[src/rtl/axi_stream_strip_header.sv]
`default_nettype none
// ============================================================================
// Module   : axi_stream_strip_header
// Purpose  : Removes the first N bytes of each AXI-Stream packet and realigns
//            the remaining payload so that every output beat except the last
//            is full. N arrives per packet on a separate length channel.
//            Byte 0 of a beat occupies the MSB lane; tkeep bit B-1 is byte 0.
// Revision : 1.0 - initial release
// ============================================================================
module axi_stream_strip_header #(
  parameter int DATA_WD      = 32,
  parameter int DATA_BYTE_WD = DATA_WD / 8,
  parameter int LEN_WD       = 8
) (
  input  logic                    clk,
  input  logic                    rst,
  // strip-length channel
  input  logic                    s00_axis_tvalid,
  input  logic [LEN_WD-1:0]       s00_axis_tdata,
  output logic                    s00_axis_tready,
  // input packet channel
  input  logic                    s01_axis_tvalid,
  input  logic [DATA_WD-1:0]      s01_axis_tdata,
  input  logic [DATA_BYTE_WD-1:0] s01_axis_tkeep,
  input  logic                    s01_axis_tlast,
  output logic                    s01_axis_tready,
  // output packet channel
  output logic                    m_axis_tvalid,
  output logic [DATA_WD-1:0]      m_axis_tdata,
  output logic [DATA_BYTE_WD-1:0] m_axis_tkeep,
  output logic                    m_axis_tlast,
  input  logic                    m_axis_tready
);

  localparam int RES_WD = (DATA_BYTE_WD > 1) ? $clog2(DATA_BYTE_WD) : 1;

  typedef enum logic [2:0] {
    IDLE  = 3'd0,
    DROP  = 3'd1,
    ALIGN = 3'd2,
    PASS  = 3'd3,
    FLUSH = 3'd4
  } state_t;

  state_t                  state;
  logic                    len_rdy;     // registered length-channel ready
  logic [LEN_WD-1:0]       drop_cnt;    // whole beats still to discard
  logic [RES_WD-1:0]       res;         // leading bytes to strip from first kept beat
  logic [DATA_WD-1:0]      hold;        // previous input beat (its low B-R bytes are pending)
  logic [DATA_BYTE_WD-1:0] flush_keep;  // keep of the trailing flush beat

  logic                    out_free;
  logic                    in_ready;
  logic                    in_fire;
  logic [LEN_WD-1:0]       len_d;
  logic [RES_WD-1:0]       len_r;
  logic [DATA_BYTE_WD-1:0] keep_eff;
  logic [DATA_BYTE_WD-1:0] keep_shl;
  logic [DATA_BYTE_WD-1:0] pass_keep;
  logic [DATA_WD-1:0]      in_shl;
  logic [DATA_WD-1:0]      pass_data;
  logic [DATA_WD-1:0]      flush_data;

  assign out_free        = !m_axis_tvalid || m_axis_tready;
  assign in_fire         = s01_axis_tvalid && in_ready;
  assign s01_axis_tready = in_ready;
  assign s00_axis_tready = len_rdy;

  // Input ready: DROP never emits; ALIGN/PASS may emit, so they wait for a free output register
  always_comb begin
    in_ready = 1'b0;
    case (state)
      DROP:        in_ready = 1'b1;
      ALIGN, PASS: in_ready = out_free;
      default:     in_ready = 1'b0;
    endcase
  end

  // Realignment datapath: split N, and build the shifted data/keep candidates
  always_comb begin
    len_d      = LEN_WD'(s00_axis_tdata / DATA_BYTE_WD);
    len_r      = RES_WD'(s00_axis_tdata % DATA_BYTE_WD);
    // only the last beat may carry a partial keep; earlier beats count as full
    keep_eff   = s01_axis_tlast ? s01_axis_tkeep : {DATA_BYTE_WD{1'b1}};
    // bytes R..k-1 of the current beat moved to the MSB side
    keep_shl   = keep_eff << res;
    in_shl     = s01_axis_tdata << (8 * res);
    // {pending B-R bytes of previous beat, top R bytes of current beat}
    pass_data  = (hold << (8 * res)) | (s01_axis_tdata >> (8 * (DATA_BYTE_WD - res)));
    pass_keep  = ({DATA_BYTE_WD{1'b1}} << res) | (keep_eff >> (DATA_BYTE_WD - res));
    flush_data = hold << (8 * res);
  end

  // Control FSM with registered output beat and length-channel ready
  always_ff @(posedge clk) begin
    if (rst) begin
      state         <= IDLE;
      len_rdy       <= 1'b0;
      drop_cnt      <= '0;
      res           <= '0;
      hold          <= '0;
      flush_keep    <= '0;
      m_axis_tvalid <= 1'b0;
      m_axis_tdata  <= '0;
      m_axis_tkeep  <= '0;
      m_axis_tlast  <= 1'b0;
    end else begin
      // a consumed beat frees the register; an emit below re-arms it
      if (m_axis_tvalid && m_axis_tready) begin
        m_axis_tvalid <= 1'b0;
      end

      case (state)
        IDLE: begin
          len_rdy <= 1'b1;
          if (len_rdy && s00_axis_tvalid) begin
            len_rdy  <= 1'b0;
            drop_cnt <= len_d;
            res      <= len_r;
            state    <= (len_d != '0) ? DROP : ALIGN;
          end
        end

        DROP: begin
          if (in_fire) begin
            if (s01_axis_tlast) begin
              state   <= IDLE;
              len_rdy <= 1'b1;
            end else begin
              drop_cnt <= drop_cnt - 1'b1;
              if (drop_cnt == LEN_WD'(1)) begin
                state <= ALIGN;
              end
            end
          end
        end

        ALIGN: begin
          if (in_fire) begin
            hold <= s01_axis_tdata;
            if (res == '0) begin
              m_axis_tvalid <= 1'b1;
              m_axis_tdata  <= s01_axis_tdata;
              m_axis_tkeep  <= keep_eff;
              m_axis_tlast  <= s01_axis_tlast;
              if (s01_axis_tlast) begin
                state   <= IDLE;
                len_rdy <= 1'b1;
              end else begin
                state <= PASS;
              end
            end else if (!s01_axis_tlast) begin
              state <= PASS;
            end else begin
              // short last beat: emit only if bytes survive the residual strip
              if (keep_shl != '0) begin
                m_axis_tvalid <= 1'b1;
                m_axis_tdata  <= in_shl;
                m_axis_tkeep  <= keep_shl;
                m_axis_tlast  <= 1'b1;
              end
              state   <= IDLE;
              len_rdy <= 1'b1;
            end
          end
        end

        PASS: begin
          if (in_fire) begin
            hold          <= s01_axis_tdata;
            m_axis_tvalid <= 1'b1;
            if (res == '0) begin
              m_axis_tdata <= s01_axis_tdata;
              m_axis_tkeep <= keep_eff;
              m_axis_tlast <= s01_axis_tlast;
              if (s01_axis_tlast) begin
                state   <= IDLE;
                len_rdy <= 1'b1;
              end
            end else begin
              m_axis_tdata <= pass_data;
              m_axis_tkeep <= pass_keep;
              m_axis_tlast <= s01_axis_tlast && (keep_shl == '0);
              if (s01_axis_tlast) begin
                if (keep_shl != '0) begin
                  flush_keep <= keep_shl;
                  state      <= FLUSH;
                end else begin
                  state   <= IDLE;
                  len_rdy <= 1'b1;
                end
              end
            end
          end
        end

        FLUSH: begin
          if (out_free) begin
            m_axis_tvalid <= 1'b1;
            m_axis_tdata  <= flush_data;
            m_axis_tkeep  <= flush_keep;
            m_axis_tlast  <= 1'b1;
            state         <= IDLE;
            len_rdy       <= 1'b1;
          end
        end

        default: begin
          state   <= IDLE;
          len_rdy <= 1'b1;
        end
      endcase
    end
  end

endmodule
`default_nettype wire

[config.mk]
export PLATFORM = sky130hd
export DESIGN_NAME = axi_stream_strip_header
export DESIGN_NICKNAME = d
export VERILOG_FILES = /design/src/rtl/axi_stream_strip_header.sv
export SDC_FILE = /design/constraint.sdc
export NUM_CORES = 1
export LEC_CHECK = 0
export CORE_MARGIN = 2
export CORE_UTILIZATION = 55
export DETAILED_ROUTE_END_ITERATION = 6
export DONT_BUFFER_PORTS = 1
export GPL_TIMING_DRIVEN = 0
export HOLD_SLACK_MARGIN = 0.12
export PLACE_DENSITY = 0.74
export SETUP_SLACK_MARGIN = 0.1
export SYNTH_ARGS = -nofsm -noshare
export SYNTH_HDL_FRONTEND = slang
export SYNTH_SLANG_ARGS = --single-unit
[constraint.sdc]
create_clock -name clk -period 5.05 [get_ports clk]
set_input_delay 0.505 -clock clk [delete_from_list [all_inputs] [get_ports clk]]
set_output_delay 0.505 -clock clk [all_outputs]
set_load 0.02 [all_outputs]
==> results of run 1 <==
-- state kept, by name, indices dropped and copies added (netlist names) --
signal           flops
drop_cnt             8
flush_keep           4
hold                32
m_axis_tdata        32
m_axis_tkeep         4
m_axis_tlast         1
m_axis_tvalid        1
res                  2
s00_axis_tready      1
state                3
-- metrics by stage --
step	total power (W)	std cells	cell area, um2	util (%)	hold slack (ns)
6_report	0.002783	918	6523	60.17	0.2341
2_1_floorplan	0.001855	763	6132	-	0.4357
5_1_grt	0.002905	918	6523	60.17	0.2357
4_1_cts	0.002738	918	6523	60.17	0.2267
3_5_place_dp	0.002176	903	6307	58.18	0.4467
3_3_place_gp	0.002144	903	6307	58.18	0.4447
-- worst max-delay path by stage --
stage | from | endpoint | slack (ns)
2_1_floorplan | res[0]$_SDFFE_PP0P_ | m_axis_tdata[3]$_SDFFE_PP0P_ | 2.28
3_3_place_gp | res[0]$_SDFFE_PP0P_ | m_axis_tdata[16]$_SDFFE_PP0P_ | 0.96
3_5_place_dp | res[0]$_SDFFE_PP0P_ | m_axis_tdata[16]$_SDFFE_PP0P_ | 0.97
4_1_cts | res[0]$_SDFFE_PP0P_ | m_axis_tdata[16]$_SDFFE_PP0P_ | 0.94
5_1_grt | res[0]$_SDFFE_PP0P_ | m_axis_tdata[17]$_SDFFE_PP0P_ | 0.65
6_report | res[0]$_SDFFE_PP0P_ | m_axis_tdata[16]$_SDFFE_PP0P_ | 0.64
-- critical path: cells and delay by family (launching register included) --
family	cells	cell delay [ns]
adders and majority gates	1	0.39
buffers and inverters	6	2.09
AOI/OAI and AO/OA	4	1.40
DFF	1	0.37
-- kinds of logic after synthesis --
kind of cell             Yosys count  share of synthesized area [%]
adder cells (fa/ha/maj)            4                         0.8162
AO/OA/AOI/OAI                    268                          34.05
AND/OR/NAND/NOR                  256                          19.26
multiplexers                      61                          10.61
buffers and inverters             86                          6.529
flip-flops                        88                          28.73
-- power by group --
group / switching (W) / internal, W
Clock: 0.000288 / 0.000280
Sequential: 0.000181 / 0.000804
Combinational: 0.000793 / 0.000438
-- metal layers --
layer | vias to the layer above | track usage, % | part of all wire, %
li1 | 2910 | - | -
met1 | 3126 | 52.63 | 38
met2 | 498 | 61.38 | 42
met3 | 71 | 17.31 | 16
met4 | 0 | 18.08 | 3.4
met5 | - | 0 | 0
-- layout by cell type (no fill, tap or decap), types with 15 or more instances in the layout --
cell      netlist  layout
a21oi_1        69      69
a221oi_2       28      28
a222oi_1       21      21
buf_2          15      15
clkbuf_1       43      43
dfxtp_1        88      88
mux2i_1        50      50
nand2_1       107     107
nand3_1        15      15
nor2_1         67      67
nor2b_1        17      17
o21ai_0        40      40
-- synth_stat cells (11+ instances only) --
library cell	instances
a211oi_1	14
buf_2	15
nor3_1	11
nand3_1	15
a221oi_1	12
a221oi_2	28
clkbuf_1	43
o21ai_0	40
a21oi_1	69
a222oi_1	21
mux2i_1	50
nor2_1	67
nand2_1	107
nor2b_1	17
dfxtp_1	88
-- layout make-up --
type	count	area, um2
fill	1053	4318
multi-input combinational	589	3970
sequential	88	1762
buffer	76	362.8
tap	140	175.2
clock buffer	9	123.9
clock inverter	6	91.34
inverter	10	37.54
==> out/results.ini, run 1 <==
[synth]
synth.largest_area_cell=dfxtp_1
synthCells=763
async_flop_share_pct=0
synth_seq_area_share_pct=28.73
netlist_area_um2=6132
syn_avg_cell_area_um2=8.037
synth_flop_cell=dfxtp_1
synth.area.top_cells=dfxtp_1, mux2i_1, a221oi_2, nand2_1, a21oi_1
synth_top_area_share_pct=28.73
synth-edff-count=0
syn-num-nets=817
synthDistinctLibCells=70
yosysWarnings=0
synth_seq_cells=88

[finish]
num_antenna_cells=0
fin_nets=828
syn_to_final_growth_pct=6.366
drive_above_1_share_pct=12.08

[pwr]
total_leakage_power_nw=2.064
p_per_area_nw_per_um2=426.7
vdd.ir_drop.worst_mv=0.3019

[critical_path]
worstPathArrival_ns=4.65
worstRegToRegCells=11
rr_startpoint=res[0]$_SDFFE_PP0P_
ff2ff_setup_slack_ns=0.64
max_stage_delay_ns=0.75
critPathMaxFanout=10
critical_path_required_ns=5.29
crit_path_end_kind=register
path_common_cell=clkbuf_1
r2r_end=m_axis_tdata[16]$_SDFFE_PP0P_
cpMaxStageDelayCell=a221oi_1
critical_path_class=register to register
critPathLaunchType=register
worstPathCellList=buf_6 > buf_2 > inv_1 > buf_1 > ha_1 > clkbuf_1 > clkbuf_1 > o21ai_0 > o221a_2 > a221oi_1 > a221oi_2

[sta]
clock_skew_ns=0.01382
grt_setup_unrepaired=false
max_slew_margin_pct=12.32
setup_slack_ns=0.6419
maxSlewViolCount=0
layout_min_cycle_time_ns=4.408
fin_setup_tns_ns=0
finalHoldViolations=0
finalSetupViolations=0
fin_crit_sh_pct=87.29
worst_pin_slew_ns=1.306
fmax_mhz=226.9

[placed_design]
dp_slack_ns=0.9719
io_buffers=0
gp_congestion=0.9835
dp_hpwl_um=17760

[clock_tree]
cts-root-buf=clkbuf_8
post_cts_buffers=0
cts_num_sinks=88
clk_latency_ns=0.39
cts_tree=yes
cts_hold_buf=0
clk_pin_slew_ns=0.10
cts_buffers=9
clockBufferDepth=2
cts_resized=0
htreeDepth=3

[min_path]
hold_end=hold[12]$_SDFFE_PP0P_
hold_class=primary input to register
min_from=s01_axis_tdata[12]
holdPathStages=2

[drt]
wire_per_inst_um=27.03
dr.pass1.iters=7
num_vias=6605
drt-initial-drc-count=1165
finalWirelength_um=24810
ant_nets=0
drc=9
vias_per_cell=7.195

[global_route]
overflow=0
grt_antenna_before_repair=0
grt_pass1_vias=6251
grt_pass1_wl_um=36600
grtUsageTotal_pct=41.44
grt_max_degree=16

[die]
pin_count=90
die_w_um=109.6
core_um2=10840
die_area_um2=12010
row_count=38
start_util_pct=56.57
die_h_um=109.6

[run_status]
status=complete, but fails checks
violations=design-rule violations

[run]
cap_violations=0

Power figures use the tool's default switching activity.
==> inputs of run 2 (changes only) <==
--- a/config.mk
+++ b/config.mk
@@ -5,13 +5,16 @@
 export SDC_FILE = /design/constraint.sdc
 export NUM_CORES = 1
 export LEC_CHECK = 0
+export ABC_AREA = 1
+export CELL_PAD_IN_SITES_DETAIL_PLACEMENT = 1
+export CELL_PAD_IN_SITES_GLOBAL_PLACEMENT = 1
 export CORE_MARGIN = 2
-export CORE_UTILIZATION = 55
+export CORE_UTILIZATION = 48
 export DETAILED_ROUTE_END_ITERATION = 6
 export DONT_BUFFER_PORTS = 1
 export GPL_TIMING_DRIVEN = 0
 export HOLD_SLACK_MARGIN = 0.12
-export PLACE_DENSITY = 0.74
+export PLACE_DENSITY = 0.9
 export SETUP_SLACK_MARGIN = 0.1
 export SYNTH_ARGS = -nofsm -noshare
 export SYNTH_HDL_FRONTEND = slang
==> run 2 against run 1 <==
The run now ends clean. Critical endpoint is now m_axis_tdata[0]$_SDFFE_PP0P_. Largest power group unchanged. Synthesized cell count is 34% higher. Count of clock-buffer cells in the layout is 2 higher. Sequential power grew 9.6%. Global-route usage increased by 0.85 points. Register-to-register slack gained 0.15 ns. Clock skew shrank 0.0073 ns. Clock power increased by 22%. Die area rose by 14%. Fmax increased by 3.5%. Routed wire length is 15% higher. Critical path type unchanged. Total power up 54%. Critical path depth up 4.
==> out/results.ini, run 2 <==
[critical_path]
ff2ff_setup_slack_ns=0.79  ; +0.15 ns
worstPathArrival_ns=4.51  ; -0.14 ns
critical_path_class=register to register
critPathLaunchType=register
r2r_end=m_axis_tdata[0]$_SDFFE_PP0P_
crit_path_end_kind=register
rr_startpoint=res[1]$_SDFFE_PP0P_
crit_start=res[1]$_SDFFE_PP0P_
critical_path_required_ns=5.30  ; about the same
worstRegToRegCells=15  ; +4
critPathMaxFanout=10  ; unchanged

[drt]
finalWirelength_um=28530  ; +15%
ant_nets=0  ; unchanged
vias_per_cell=6.271  ; -13%
drc=0  ; -9
drt-initial-drc-count=772  ; -34%
num_vias=7619  ; +15%
wire_per_inst_um=23.48  ; -13%
dr.pass1.iters=6  ; -1

[sta]
layout_min_cycle_time_ns=4.258  ; -0.1501 ns
worst_pin_slew_ns=0.9560  ; -0.3503 ns
finalSetupViolations=0  ; unchanged
setup_slack_ns=0.7920  ; +0.1501 ns
maxSlewViolCount=0  ; unchanged
fin_crit_sh_pct=84.32  ; -3.0 points
fin_setup_tns_ns=0  ; unchanged
finalHoldViolations=0  ; unchanged
clock_skew_ns=0.006497  ; -0.007320 ns
fmax_mhz=234.9  ; +3.5%
max_slew_margin_pct=36.26  ; +24 points
grt_setup_unrepaired=false

[synth]
synth_seq_cells=88  ; unchanged
synth-edff-count=0  ; unchanged
synth.area.top_cells=dfxtp_1, nand2_1, o21ai_0, nor2_1, nand3_1
synthDistinctLibCells=43  ; -39%
synth_seq_area_share_pct=28.71  ; about the same
yosysWarnings=0  ; unchanged
synthTopCellsByCount=nand2_1, nor2_1, o21ai_0
synthCells=1026  ; +34%
synth_top_area_share_pct=28.71  ; about the same
synth.largest_area_cell=dfxtp_1
synth_flop_cell=dfxtp_1
syn_avg_cell_area_um2=5.980  ; -26%
syn-num-nets=1080  ; +32%
yosysMostFrequentCell=nand2_1
async_flop_share_pct=0  ; unchanged
netlist_area_um2=6136  ; about the same

[clock_tree]
clockBufferDepth=2  ; unchanged
cts-root-buf=clkbuf_16
post_cts_buffers=0  ; unchanged
cts_resized=0  ; unchanged
cts_buffers=9  ; unchanged
clk_pin_slew_ns=0.07  ; -0.03 ns
cts_hold_buf=0  ; unchanged
cts_num_sinks=88  ; unchanged
cts_tree=yes
clk_latency_ns=0.36  ; -0.03 ns
htreeDepth=3  ; unchanged

[die]
core_um2=12570  ; +16%
pin_count=90  ; unchanged
row_count=41  ; +7.9%
die_w_um=117.1  ; +6.8%
start_util_pct=48.82  ; -7.7 points
die_h_um=117.1  ; +6.8%
die_area_um2=13700  ; +14%

[run_status]
status=finished clean

[finish]
final_common_cell=nand2_1
syn_to_final_growth_pct=8.422
stdcell_count=1215  ; +32%
reg_top3=hold: 32 flops, m_axis_tdata: 32 flops, drop_cnt: 8 flops
fin_nets=1091  ; +32%
final_cell_mix=nand2_1, nor2_1, o21ai_0, nand3_1, dfxtp_1
drive_above_1_share_pct=8.157  ; -3.9 points

[global_route]
grt_pass1_vias=7567  ; +21%
grt_max_degree=15  ; -1
grt_pass1_wl_um=42680  ; +17%
grtUsageTotal_pct=42.29  ; +0.85 points
grt_antenna_before_repair=0  ; unchanged
overflow=0  ; unchanged

[pwr]
vdd.ir_drop.worst_mv=0.2961  ; -1.9%
p_per_area_nw_per_um2=642.5  ; +51%
total_leakage_power_nw=2.756  ; +34%

[run]
cap_violations=0  ; unchanged

[placed_design]
dp_slack_ns=1.111  ; +0.1388 ns
io_buffers=0  ; unchanged
dp_hpwl_um=21350  ; +20%
gp_congestion=1.053  ; +7.1%
place_inst=1198  ; +33%

[min_path]
hold_class=primary input to register
holdPathStages=2  ; unchanged
min_from=s01_axis_tdata[28]
hold_end=hold[28]$_SDFFE_PP0P_

[run 2: cell types whose count changed in the layout (fill, tap and decap cells not counted), sizes merged, moves of 40 or more]
cell,delta
nand2,+137
o21ai,+94
nor2,+91
nand3,+81
inv,+74
mux2i,-50
a221oi,-40
[run 2: per-stage QoR]
step	utilization, %	power (W)	cell area (um2)	hold slack (ns)
finish	52.93	0.004274	6653	0.3081
detailed placement	50.53	0.003463	6351	0.4390
global placement	50.53	0.003390	6351	0.4346
floorplan	-	0.002684	6136	0.4205
global route	52.91	0.004511	6650	0.3220
CTS	52.91	0.004173	6650	0.3112
[run 2: cell type report]
cell class,instances,area (um2)
diodes,1,2.502
clock buffers,11,242.7
inverters,87,329.1
well taps,172,215.2
clock inverters,5,56.30
multi-input cells,787,3749
fillers,1837,5916
flip-flops and latches,88,1762
plain buffers,64,296.5
[run 2: worst max-delay path: stages, from the launching register on]
cell	delay [ns]
dfxtp_1	0.39
inv_1	0.19
buf_2	0.30
buf_2	0.37
buf_1	0.48
ha_1	0.34
clkbuf_2	0.21
clkinv_1	0.23
clkbuf_1	0.63
nand3_1	0.15
o211ai_1	0.11
o21ai_0	0.12
a21oi_1	0.30
nand3_1	0.14
nand2_1	0.11
nor2_1	0.06
[run 2: report_power, final]
group          internal (W)  total, W  switching, W
logic              0.000673   0.00250       0.00182
registers          0.000852   0.00108      0.000231
clock network      0.000397  0.000695      0.000298
total               0.00192   0.00427       0.00235
[run 2: how the worst max path moves through the flow]
| stage | end | slack (ns) | depth (start not counted) |
|---|---|---|---|
| finish | m_axis_tdata[0]$_SDFFE_PP0P_ | 0.79 | 15 |
| detailed placement | m_axis_tdata[0]$_SDFFE_PP0P_ | 1.11 | 15 |
| global route | m_axis_tdata[0]$_SDFFE_PP0P_ | 0.69 | 15 |
| floorplan | m_axis_tdata[0]$_SDFFE_PP0P_ | 2.53 | 15 |
| global placement | m_axis_tdata[0]$_SDFFE_PP0P_ | 1.17 | 15 |
| CTS | m_axis_tdata[0]$_SDFFE_PP0P_ | 1.06 | 15 |
[run 2: logic make-up (layout without fill, tap and decap cells)]
family	after synthesis	in the layout	share of synthesized area [%]
compound gates	259	259	23.00
xor+xnor	2	2	0.2855
fa+ha+maj	4	4	0.8157
buf+inv	151	167	10.20
flops	88	88	28.71
other cells	0	1	0
simple gates	522	522	36.99
[run 2: routing by layer]
layer,up-vias,track usage (%),share of wire (%)
met3,110,10.35,12
li1,3423,-,-
met5,-,0,0
met4,0,21.25,4.8
met2,491,64.89,43
met1,3595,55.43,40
==> inputs of run 3 (changes only) <==
--- a/config.mk
+++ b/config.mk
@@ -5,7 +5,7 @@
 export SDC_FILE = /design/constraint.sdc
 export NUM_CORES = 1
 export LEC_CHECK = 0
-export ABC_AREA = 1
+export ABC_AREA = 0
 export CELL_PAD_IN_SITES_DETAIL_PLACEMENT = 1
 export CELL_PAD_IN_SITES_GLOBAL_PLACEMENT = 1
 export CORE_MARGIN = 2
@@ -14,7 +14,7 @@
 export DONT_BUFFER_PORTS = 1
 export GPL_TIMING_DRIVEN = 0
 export HOLD_SLACK_MARGIN = 0.12
-export PLACE_DENSITY = 0.9
+export PLACE_DENSITY = 0.85
 export SETUP_SLACK_MARGIN = 0.1
 export SYNTH_ARGS = -nofsm -noshare
 export SYNTH_HDL_FRONTEND = slang
==> constraint.sdc (replaced) <==
create_clock -name clk -period 4.04 [get_ports clk]
set_input_delay 0.404 -clock clk [delete_from_list [all_inputs] [get_ports clk]]
set_output_delay 0.404 -clock clk [all_outputs]
set_load 0.02 [all_outputs]
==> run 3 against run 2 <==
Die area about the same. Count of clock-buffer cells in the layout fell by 1. Worst hold slack got worse by 0.13 ns. Combinational power fell by 37%. Sequential cell count unchanged. Sequential share of layout area fell by 0.060 points. Critical endpoint is now m_axis_tdata[24]$_SDFFE_PP0P_. Fmax is 7.2% higher. Cell area is 0.23% higher. First-iteration DRC count is 9.3% higher. Via count shrank 12%. Non-clock buffer count rose by 12. Clock power is 29% higher.
==> out/results.ini, run 3 (synthesized netlist as in run 1, its figures left out) <==
[clock_tree]
cts_num_sinks=88  ; unchanged
cts_tree=yes
post_cts_buffers=0  ; unchanged
cts_buffers=9  ; unchanged
cts_hold_buf=0  ; unchanged
clk_latency_ns=0.36  ; about the same
cts-root-buf=clkbuf_16
htreeDepth=3  ; unchanged
clk_pin_slew_ns=0.07  ; about the same
clockBufferDepth=2  ; unchanged

[die]
die_area_um2=13690  ; about the same
die_h_um=117.0  ; about the same
die_w_um=117.0  ; about the same
core_um2=12570  ; unchanged
pin_count=90  ; unchanged
row_count=41  ; unchanged
start_util_pct=48.79  ; about the same

[finish]
num_antenna_cells=0  ; -1
reg_top3=hold: 32 flops, m_axis_tdata: 32 flops, drop_cnt: 8 flops
stdcell_count=951  ; -22%
fin_nets=828  ; -24%
final_common_cell=nand2_1
finalInstanceArea_um2=6668  ; +0.23%
final_cell_mix=nand2_1, dfxtp_1, a21oi_1, nor2_1, mux2i_1
syn_to_final_growth_pct=8.733
drive_above_1_share_pct=12.84  ; +4.7 points

[drt]
num_vias=6719  ; -12%
drt-initial-drc-count=844  ; +9.3%
finalWirelength_um=27390  ; -4.0%
dr.pass1.iters=7  ; +1
ant_nets=0  ; unchanged
vias_per_cell=7.065  ; +13%
drc=0  ; unchanged
wire_per_inst_um=28.81  ; +23%

[critical_path]
worstPathArrival_ns=4.19  ; -0.32 ns
critical_path_class=register to register
critical_path_required_ns=4.25  ; -1.05 ns
cpMaxStageDelayCell=a222oi_1
crit_start=res[0]$_SDFFE_PP0P_
crit_path_end_kind=register
critPathLaunchType=register
r2r_end=m_axis_tdata[24]$_SDFFE_PP0P_
worstPathCellList=buf_6 > buf_2 > inv_1 > clkbuf_2 > ha_1 > nand4bb_1 > buf_1 > nand2_1 > a222oi_1 > a221oi_2
worstRegToRegCells=10  ; -5
crit_buf_inv=5  ; -2
crit_path_end=m_axis_tdata[24]$_SDFFE_PP0P_
critPathMaxFanout=10  ; unchanged
ff2ff_setup_slack_ns=0.07  ; -0.72 ns
cp_num_cells=10  ; -5
critical_path.top_delay_family=buffers and inverters
max_stage_delay_ns=0.93  ; +0.30 ns
rr_startpoint=res[0]$_SDFFE_PP0P_

[pwr]
p_per_area_nw_per_um2=557.7  ; -13%
p_sw_w=0.001672  ; -29%
power.total_w=0.003718  ; -13%
total_leakage_power_nw=2.120  ; -23%
p_int_w=0.002047  ; +6.5%
vdd.ir_drop.worst_mv=0.3028  ; +2.2%
swShare_pct=44.96  ; -10 points
seqPwrFrac_pct=33.3  ; +8.0 points
comb_power_share_pct=42.6  ; -16 points
clock_power_share_pct=24.1  ; +7.8 points

[global_route]
overflow=0  ; unchanged
grt_pass1_wl_um=40610  ; -4.8%
grtUsageTotal_pct=40.42  ; -1.9 points
grt_pass1_vias=6738  ; -11%
grt_max_degree=17  ; +2
grt_antenna_before_repair=0  ; unchanged

[placed_design]
dpl-instance-area_um2=6347  ; about the same
place_inst=935  ; -22%
dp_hpwl_um=19840  ; -7.1%
io_buffers=0  ; unchanged
gp_congestion=1.036  ; -1.7%

[sta]
grt_setup_unrepaired=true
fmax_mhz=251.8  ; +7.2%
clock_skew_ns=0.007653  ; +0.001156 ns
worst_pin_slew_ns=1.318  ; +0.3615 ns
maxSlewViolCount=0  ; unchanged
finalSetupViolations=0  ; unchanged
finalHoldViolations=0  ; unchanged
fin_crit_sh_pct=98.32  ; +14 points
max_slew_margin_pct=11.57  ; -25 points
layout_min_cycle_time_ns=3.972  ; -0.2860 ns

[run]
cap_violations=0  ; unchanged

[min_path]
hold_class=primary input to register
holdPathStages=2  ; unchanged

[run_status]
status=finished clean

[run 3: cell types whose count changed in the layout (fill, tap and decap cells not counted), sizes merged, moves of 40 or more]
| cell | before | now |
|---|---|---|
| nand3 | 96 | 15 |
| a221oi | 0 | 40 |
| inv | 85 | 12 |
| mux2i | 0 | 50 |
| nor2 | 158 | 67 |
| nand2 | 244 | 107 |
| o21ai | 134 | 40 |
[run 3: timing repair]
item | in CTS | in global routing
setup endpoints to repair | 9 | 38
gates resized for setup | 2 | 10
pin swaps | 0 | 0
[run 3: cell type report]
class	instances	area, um2
Tap cell	172	215.2
Fill cell	1568	5901
Buffer	76	370.4
Inverter	10	37.54
Clock buffer	10	229.0
Multi-Input combinational cell	589	3979
Sequential cell	88	1762
Clock inverter	6	75.07
[run 3: worst min-delay path by stage]
stage	startpoint	end	slack [ns]
6_report	s01_axis_tdata[25]	hold[25]$_SDFFE_PP0P_	0.17
5_1_grt	s01_axis_tdata[26]	hold[26]$_SDFFE_PP0P_	0.17
4_1_cts	s01_axis_tdata[11]	hold[11]$_SDFFE_PP0P_	0.17
3_5_place_dp	hold[24]$_SDFFE_PP0P_	hold[24]$_SDFFE_PP0P_	0.45
3_3_place_gp	hold[31]$_SDFFE_PP0P_	hold[31]$_SDFFE_PP0P_	0.44
2_1_floorplan	hold[24]$_SDFFE_PP0P_	hold[24]$_SDFFE_PP0P_	0.44
[run 3: routing by layer]
layer  GRT usage [%]  share of wire, %  routed length [um]
met2           61.54                44               12150
met1           50.00                39               10680
met3           14.37                12                3288
met4           21.96               4.7                1275
met5               0                 0                   0
[run 3: per-stage QoR]
step | utilization (%) | worst slack (ns) | TNS, ns | hold WS [ns]
final | 53.05 | 0.06792 | 0 | 0.1735
after global routing | 53.05 | 0.04575 | 0 | 0.1732
after CTS | 52.94 | 0.1038 | 0 | 0.1701
after detailed placement | 50.50 | -0.06089 | -0.07110 | 0.4480
after global placement | 50.50 | -0.006307 | -0.006307 | 0.4439
after floorplan | - | 1.271 | 0 | 0.4357
[run 3: power groups by stage]
stage	registers, W	logic, W	clock network, W
final	0.00124	0.00158	0.000897
after global routing	0.00126	0.00170	0.000934
after global placement	0.00125	0.00147	0
after detailed placement	0.00126	0.00152	0
after floorplan	0.00121	0.00111	0
after CTS	0.00124	0.00154	0.000904
